**src/rtl/multi_timer_if.sv**
```systemverilog
// multi_timer_if: per-channel control and status bundle for multi_timer.
//   master : drives en, clr, tc, mode; observes count, busy, timeout, timeout_pulse
//   slave  : the timer itself
//   en, clr, mode, busy, timeout, timeout_pulse : one bit per channel
//   tc, count : WIDTH bits per channel, channel i at [i*WIDTH +: WIDTH]
interface multi_timer_if #(
  parameter int unsigned NUM_CH = 2,
  parameter int unsigned WIDTH  = 4
);
  logic [NUM_CH-1:0]       en;
  logic [NUM_CH-1:0]       clr;
  logic [NUM_CH*WIDTH-1:0] tc;
  logic [NUM_CH-1:0]       mode;
  logic [NUM_CH*WIDTH-1:0] count;
  logic [NUM_CH-1:0]       busy;
  logic [NUM_CH-1:0]       timeout;
  logic [NUM_CH-1:0]       timeout_pulse;

  modport master (
    output en, clr, tc, mode,
    input  count, busy, timeout, timeout_pulse
  );

  modport slave (
    input  en, clr, tc, mode,
    output count, busy, timeout, timeout_pulse
  );
endinterface

```
**src/rtl/multi_timer.sv**
```systemverilog
// multi_timer: NUM_CH independent timeout channels, each IDLE -> RUN -> DONE.
//   clk   : system clock, all state on posedge
//   rst_n : asynchronous active-low reset, every channel to IDLE
//   bus   : multi_timer_if slave modport
//     en[i]    count enable          clr[i]  synchronous clear (beats en)
//     tc[i]    terminal count        mode[i] 0 one-shot, 1 periodic
//     count[i] registered count      busy[i] channel in RUN
//     timeout[i] one-shot in DONE    timeout_pulse[i] one cycle at terminal count
module multi_timer #(
  parameter int unsigned NUM_CH = 2,
  parameter int unsigned WIDTH  = 4
) (
  input  logic         clk,
  input  logic         rst_n,
  multi_timer_if.slave bus
);

  typedef enum logic [1:0] {
    S_IDLE = 2'd0,
    S_RUN  = 2'd1,
    S_DONE = 2'd2
  } state_t;

  localparam logic [WIDTH-1:0] ONE = WIDTH'(1);

  for (genvar i = 0; i < NUM_CH; i++) begin : g_ch
    state_t           st_q, st_d;
    logic [WIDTH-1:0] cnt_q, cnt_d;
    logic [WIDTH-1:0] tc_q, tc_d;
    logic             mode_q, mode_d;
    logic             pulse_q, pulse_d;
    logic [WIDTH-1:0] tc_in;
    logic [WIDTH-1:0] cnt_inc;
    logic             hit;
    logic             term_mode;

    assign tc_in   = bus.tc[i*WIDTH +: WIDTH];
    assign cnt_inc = cnt_q + ONE;

    always_comb begin
      st_d      = st_q;
      cnt_d     = cnt_q;
      tc_d      = tc_q;
      mode_d    = mode_q;
      pulse_d   = 1'b0;
      hit       = 1'b0;
      term_mode = mode_q;
      if (bus.clr[i]) begin
        st_d  = S_IDLE;
        cnt_d = '0;
      end else begin
        case (st_q)
          S_IDLE: begin
            if (bus.en[i] && (tc_in != '0)) begin
              tc_d      = tc_in;
              mode_d    = bus.mode[i];
              term_mode = bus.mode[i];
              if (tc_in == ONE) begin
                hit = 1'b1;
              end else begin
                st_d  = S_RUN;
                cnt_d = ONE;
              end
            end
          end
          S_RUN: begin
            if (bus.en[i]) begin
              if (cnt_inc == tc_q) hit = 1'b1;
              else                 cnt_d = cnt_inc;
            end
          end
          default: ;  // DONE holds until clr or reset
        endcase

        // Terminal action shared by the IDLE (tc==1) and RUN entries; tc_d
        // already holds the terminal count that applies in either case.
        if (hit) begin
          pulse_d = 1'b1;
          if (!term_mode) begin
            st_d  = S_DONE;
            cnt_d = tc_d;
          end else begin
            st_d   = S_RUN;
            cnt_d  = '0;
            tc_d   = tc_in;
            mode_d = bus.mode[i];
            // A reserved tc of 0 picked up at the wrap parks the channel in
            // IDLE rather than letting it count through the full range.
            if (tc_in == '0) st_d = S_IDLE;
          end
        end
      end
    end

    always_ff @(posedge clk or negedge rst_n) begin
      if (!rst_n) begin
        st_q    <= S_IDLE;
        cnt_q   <= '0;
        tc_q    <= '0;
        mode_q  <= 1'b0;
        pulse_q <= 1'b0;
      end else begin
        st_q    <= st_d;
        cnt_q   <= cnt_d;
        tc_q    <= tc_d;
        mode_q  <= mode_d;
        pulse_q <= pulse_d;
      end
    end

    assign bus.count[i*WIDTH +: WIDTH] = cnt_q;
    assign bus.busy[i]                 = (st_q == S_RUN);
    assign bus.timeout[i]              = (st_q == S_DONE);
    assign bus.timeout_pulse[i]        = pulse_q;
  end

endmodule
```
**src/flat_wrapper.sv**
```systemverilog
// flat-port wrapper written by rule: the top's interface ports become plain ports
module multi_timer_flat 
#(
  parameter int unsigned NUM_CH = 2,
  parameter int unsigned WIDTH  = 4
)
  (clk, rst_n, bus_en, bus_clr, bus_tc, bus_mode, bus_count, bus_busy, bus_timeout, bus_timeout_pulse);
  multi_timer_if #(.NUM_CH(NUM_CH), .WIDTH(WIDTH)) bus_i ();
  input  logic clk;
  input  logic rst_n;
  input wire logic [$bits(bus_i.en)-1:0] bus_en;
  input wire logic [$bits(bus_i.clr)-1:0] bus_clr;
  input wire logic [$bits(bus_i.tc)-1:0] bus_tc;
  input wire logic [$bits(bus_i.mode)-1:0] bus_mode;
  output wire logic [$bits(bus_i.count)-1:0] bus_count;
  output wire logic [$bits(bus_i.busy)-1:0] bus_busy;
  output wire logic [$bits(bus_i.timeout)-1:0] bus_timeout;
  output wire logic [$bits(bus_i.timeout_pulse)-1:0] bus_timeout_pulse;
  assign bus_i.en = bus_en;
  assign bus_i.clr = bus_clr;
  assign bus_i.tc = bus_tc;
  assign bus_i.mode = bus_mode;
  assign bus_count = bus_i.count;
  assign bus_busy = bus_i.busy;
  assign bus_timeout = bus_i.timeout;
  assign bus_timeout_pulse = bus_i.timeout_pulse;
  multi_timer #(.NUM_CH(NUM_CH), .WIDTH(WIDTH)) u_core (.clk(clk), .rst_n(rst_n), .bus(bus_i));
endmodule
```
**config.mk**
```make
export PLATFORM = sky130hd
export DESIGN_NAME = multi_timer_flat
export DESIGN_NICKNAME = d
export VERILOG_FILES = /design/src/rtl/multi_timer_if.sv /design/src/rtl/multi_timer.sv /design/src/flat_wrapper.sv
export SDC_FILE = /design/constraint.sdc
export NUM_CORES = 1
export LEC_CHECK = 0
export ABC_AREA = 1
export BUFFER_PORTS_ARGS = -buffer_cell sky130_fd_sc_hd__buf_2
export CAP_MARGIN = 40
export CORE_MARGIN = 4
export CORE_UTILIZATION = 51
export DETAILED_ROUTE_END_ITERATION = 10
export GPL_TIMING_DRIVEN = 0
export PLACE_DENSITY = 0.76
export REMOVE_ABC_BUFFERS = 1
export SLEW_MARGIN = 10
export SYNTH_ARGS = -nofsm -noshare
export SYNTH_HDL_FRONTEND = slang
export SYNTH_SLANG_ARGS = --single-unit
```
**constraint.sdc**
```tcl
create_clock -name clk -period 1.8 [get_ports clk]
set_input_delay 0.36 -clock clk [delete_from_list [all_inputs] [get_ports clk]]
set_output_delay 0.36 -clock clk [all_outputs]
set_load 0.03 [all_outputs]
```
Word-level counts from Yosys, hierarchy flattened. Cells that the tools add are included.

Register bits after elaboration: 24. Input port bits: 16. Logic and storage cells: 112.

Add/sub/neg operators: 2. Equality and inequality tests: 18. Mux-type cells: 64. Reductions and logical operators: 18.

Operators by type and width (number): $mux W4 (22); $mux W1 (26); $mux W2 (12); $ne A4 B4 Y1 const B (4); $pmux W4 S2 (2); $reduce_bool A4 Y1 (4); $reduce_bool A3 Y1 (4); $reduce_and A5 Y1 (2); $add A4 B1 Y4 const B (2); $eq A4 B1 Y1 const B (2); $eq A4 B4 Y1 (2); $logic_not A4 Y1 (2); $ne A4 B2 Y1 const B (2); $ne A4 B3 Y1 const B (2); $ne A3 B3 Y1 const B (2); $reduce_and A3 Y1 (2); $eq A2 B1 Y1 const B (2); $eq A2 B2 Y1 const B (2); $logic_not A2 Y1 (2); $pmux W1 S2 (2); $logic_and A1 B1 Y1 (2).

Depth between registers and ports, before layout.
Depth in word-level cells: 8. Depth in mapped cells: 14. Mapped depth without buffers: 14.

Worst setup path after synthesis. No wires, ideal clock.

Path kind: flip-flop to flip-flop. From: register u_core.g_ch[1].cnt_q[0]. To: register u_core.g_ch[1].cnt_q[0]. Arrival time: 1.753 ns. Setup slack: -0.082 ns. Stages on the path, launching flop included: 14. Clock period less this slack: 1.882 ns. Path through: dfrtp_1 -> ha_1 -> inv_1 -> nand2_1 -> nand2_1 -> nor2_1 -> nand2_1 -> nor2_2 -> nand3_2 -> nand2_2 -> buf_6 -> nand2_1 -> nand3_1 -> o21ai_1.

Cells in the longest elaborated chain, start to end: 8.

Ends and longest elaborated chain: start: declaration (RTL line multi_timer.sv:28) `logic [WIDTH-1:0] cnt_q, cnt_d;`; start signal: assignment (RTL line multi_timer.sv:104) `cnt_q <= cnt_d;`; $add A4 B1 Y4 (*) (RTL line multi_timer.sv:38) `assign cnt_inc = cnt_q + ONE;`; $eq A4 B4 Y1 (RTL line multi_timer.sv:68) `if (cnt_inc == tc_q) hit = 1'b1;`; $mux W1 (RTL line multi_timer.sv:68); $mux W1 (RTL line multi_timer.sv:67) `if (bus.en[i]) begin`; $pmux W1 S2 (RTL line multi_timer.sv:52) `case (st_q)`; $mux W1 (RTL line multi_timer.sv:48) `if (bus.clr[i]) begin`; $ne A4 B2 Y1 (no source line), or another cell as far along; $reduce_and A5 Y1 (no source line) or $mux W4 (tied branches).

Mark *: on every way between the ends. The rest lies on a longest branch, timed or not. The select of a mux whose other input is x is not followed. A chain may end at the register's enable or synchronous reset.

Final worst setup path. Ends and elaborated chain as after synthesis.

==> summary.md <==
| Metric | Value |
|---|---|
| Status | `finished with violations` |
| Failing checks | `setup timing` |
| Final HPWL DP | `3.37 mm` |
| Die Ht | `69.2 um` |
| Most common cell type on the critical path | `nand2_1` |
| Drt initial violations | `126` |
| DRC | `0` |
| HP Class | `input pin to asynchronous set/reset pin` |
| CTS clk-pin slew, worst paths | `0.09 ns` |
| CP Buf/Inv Count | `2` |
| Area Overhead vs Synth | `26.2%` |
| IO Count | `30` |
| Number of H-tree levels | `1` |
| Nets | `361` |
| CTS root buf | `clkbuf_8` |
| Antenna fix cells | `0` |
| Peak VDD IR | `0.569 mV` |
| Post-Syn Instances | `299` |
| Largest net degree at the start of global routing | `25` |
| Startpoint Class | `flip-flop` |
| Crit path cell chain | `ha_4, inv_2, nand2_1, nand2_1, nor2_1, nand2_1, nor2_4, nand3_4, nand2_8, buf_6, nand2_2, nand3_2, o21ai_1` |
| Synthesized flop and latch total | `24` |
| Mean Syn Cell Area | `6.39 um^2` |
| Crit path max-delay family | `simple AND/OR/NAND/NOR gates` |
| Fillers | `303` |
| Slew @ Worst Pin | `0.556 ns` |
| CP Capture Type | `flip-flop` |
| Commonest cells after routing, fill and taps aside | `118 x nand2_1, 36 x nand3_1, 29 x buf_2` |
| Clk_lat worst skew | `0.27 ns` |
| ANT nets after route | `0` |
| Vias/cell | `5.37` |
| Die Wd | `69.2 um` |
| Min Tclk post-route | `1.85 ns` |
| Max Slew Vio Count | `0` |
| Vias in the first global route | `1766` |
| Worst hold slack | `0.0709 ns` |
| Worst Setup Path Type | `flip-flop to flip-flop` |
| Finish-stage setup viols | `8` |
| Non-filler cells, final | `388` |
| Hold buffer count at CTS | `0` |
| CTS Buf Count | `3` |
| I/O Buffers | `29` |
| Final period utilization | `103%` |
| CTS tree | `built` |
| Core area | `3470 um^2` |
| CP Max Fanout | `6` |
| Pre-antenna DRT Iters | `4` |
| Via count | `2084` |
| Longest Clk Path Bufs | `2` |
| Total clock sinks | `24` |
| Yosys top cell by area | `dfrtp_1` |
| Routed length per instance | `13.1 um` |
| Synth area leaders | `dfrtp_1 31%, nand2_1 25%, nand3_1 11%, inv_1 4.1%, o21ai_1 3.9%` |
| Lkg Pwr | `1.25 nW` |
| Placed insts | `370` |
| Commonest non-fill, non-tap cell in the layout | `nand2_1` |
| Row count | `21` |
| RSZ-0062 raised after global routing | `true` |
| Pwr/cell area | `864 nW/um^2` |
| Count of different cell masters after synthesis | `29` |
| Yosys synthesis warning count | `0` |
| Hold Vio Cnt, Final | `0` |
| Routed WL | `5.07 mm` |
| Fmax | `0.540 GHz` |
| Sequential-to-total area share from yosys stat | `31.4%` |
| Starting Density | `55.1%` |
| Final setup margin | `-0.0503 ns` |
| Crit-path slowest cell | `dfrtp_2` |
| Die area | `4790 um^2` |
| Gr ovfl total | `0` |
| First-pass GRT wire length | `7.96 mm` |
| Pre-CTS WS | `-0.215 ns` |
| CP max stage delay | `0.44 ns` |
| Mapped Area | `1910 um^2` |
| Global-route usage over all layers | `20.0%` |
| Multi-input gate area | `1290 um^2` |
| Antenna violations before repair | `0` |
| GPL Wtd Cong | `0.874` |
| Arr. time, crit path | `2.01 ns` |
| Max_cap viols | `0` |
| CP required | `1.96 ns` |
| Worst relative slew slack | `62.9%` |
| Yosys top cell area share | `31.4%` |
| Proportion of layout cells with a drive suffix above 1 | `29.8%` |
| Worst Skew | `0.00658 ns` |
| FF/Latch Area | `603 um^2` |
==> per-layer routing <==
metal / track usage [%] / vias up / part of all wire (%)
li1: - / 1055 / -
met3: 3.91 / 6 / 6.0
met4: 6.29 / 0 / 1.2
met2: 31.1 / 59 / 46
met5: 0 / - / 0
met1: 28.0 / 964 / 47
==> flip-flops by register name, summed over array words and instances (netlist names) <==
name                 flops
u_core.g_ch.st_q         4
u_core.g_ch.tc_q         8
u_core.g_ch.cnt_q        8
u_core.g_ch.mode_q       2
u_core.g_ch.pulse_q      2
==> synth_stat cells <==
cell type	number
clkbuf_1	1
nand2_1	128
inv_2	5
nor3_4	1
nand3_1	41
nand3b_1	1
nand3_2	2
nor3_2	1
buf_6	1
o21ai_2	1
o211ai_1	1
nand2_4	3
nand3b_2	1
ha_1	2
dfrtp_1	24
o21ai_1	15
nor2_2	2
nor3b_4	1
nand4_1	5
o21ai_0	1
inv_4	1
nor2_1	18
nand2_2	9
clkinv_1	2
a21oi_1	5
inv_1	21
nor2_4	3
nand3_4	1
buf_4	2
==> final cells by class <==
cell class / instances / share of cell area, %
well taps: 46 / 2.39
clock inverters: 1 / 1.25
clock buffers: 3 / 1.71
repair buffers: 43 / 11.0
multi-input cells: 242 / 53.7
flip-flops and latches: 24 / 25.0
inverters: 29 / 4.93
==> path summary, 6_finish.rpt <==
kind	from	end	slack, ns	depth (start not counted)
worst max-delay path	u_core.g_ch[1].cnt_q[0]	u_core.g_ch[1].cnt_q[0]	-0.05	13
worst min-delay path	rst_n	u_core.g_ch[0].pulse_q	0.07	1
worst max register to register	u_core.g_ch[1].cnt_q[0]	u_core.g_ch[1].cnt_q[0]	-0.05	13
worst min register to register	u_core.g_ch[0].mode_q	u_core.g_ch[0].mode_q	0.52	2
max in group asynchronous	rst_n	u_core.g_ch[0].cnt_q[0]	1.33	1
min in group clk	bus_mode[0]	u_core.g_ch[0].mode_q	0.33	3
==> worst reg2reg max path, stage by stage, from the launching register on <==
cell	delay, ns
dfrtp_2	0.44
ha_4	0.28
inv_2	0.03
nand2_1	0.06
nand2_1	0.07
nor2_1	0.10
nand2_1	0.09
nor2_4	0.12
nand3_4	0.12
nand2_8	0.12
buf_6	0.14
nand2_2	0.05
nand3_2	0.05
o21ai_1	0.07
==> power breakdown <==
group / internal (mW) / switching [mW] / total, mW
Sequential: 0.620 / 0.0968 / 0.717
Combinational: 0.313 / 0.576 / 0.889
Clock: 0.297 / 0.181 / 0.478
Total: 1.23 / 0.854 / 2.08
==> timing repair <==
item	in CTS	in global routing
buffers inserted	11	3
pin swaps	8	33
gates resized for setup	18	24
endpoints found under the hold margin	0	0
setup endpoints to repair	23	22
==> stage by stage <==
step	util [%]	total power [mW]	TNS, ns	instance area (um^2)
after global routing	69.5	2.23	-1.82	2410
after floorplan	-	1.27	-1.39	1880
after detailed placement	60.1	1.47	-2.56	2080
after global placement	60.1	1.45	-1.99	2080
after CTS	66.6	2.03	-0.103	2310
final	69.5	2.08	-0.218	2410
==> kinds of logic (layout without fill, tap and decap cells) <==
logic type      after synthesis  in the layout  synth area share [%]
compound gates               23             23                  6.35
simple gates                217            217                  53.5
fa+ha+maj                     2              2                  1.31
buf+inv                      33             76                  7.40
flops                        24             24                  31.4
Note: power is estimated with default switching activity, not from simulation.
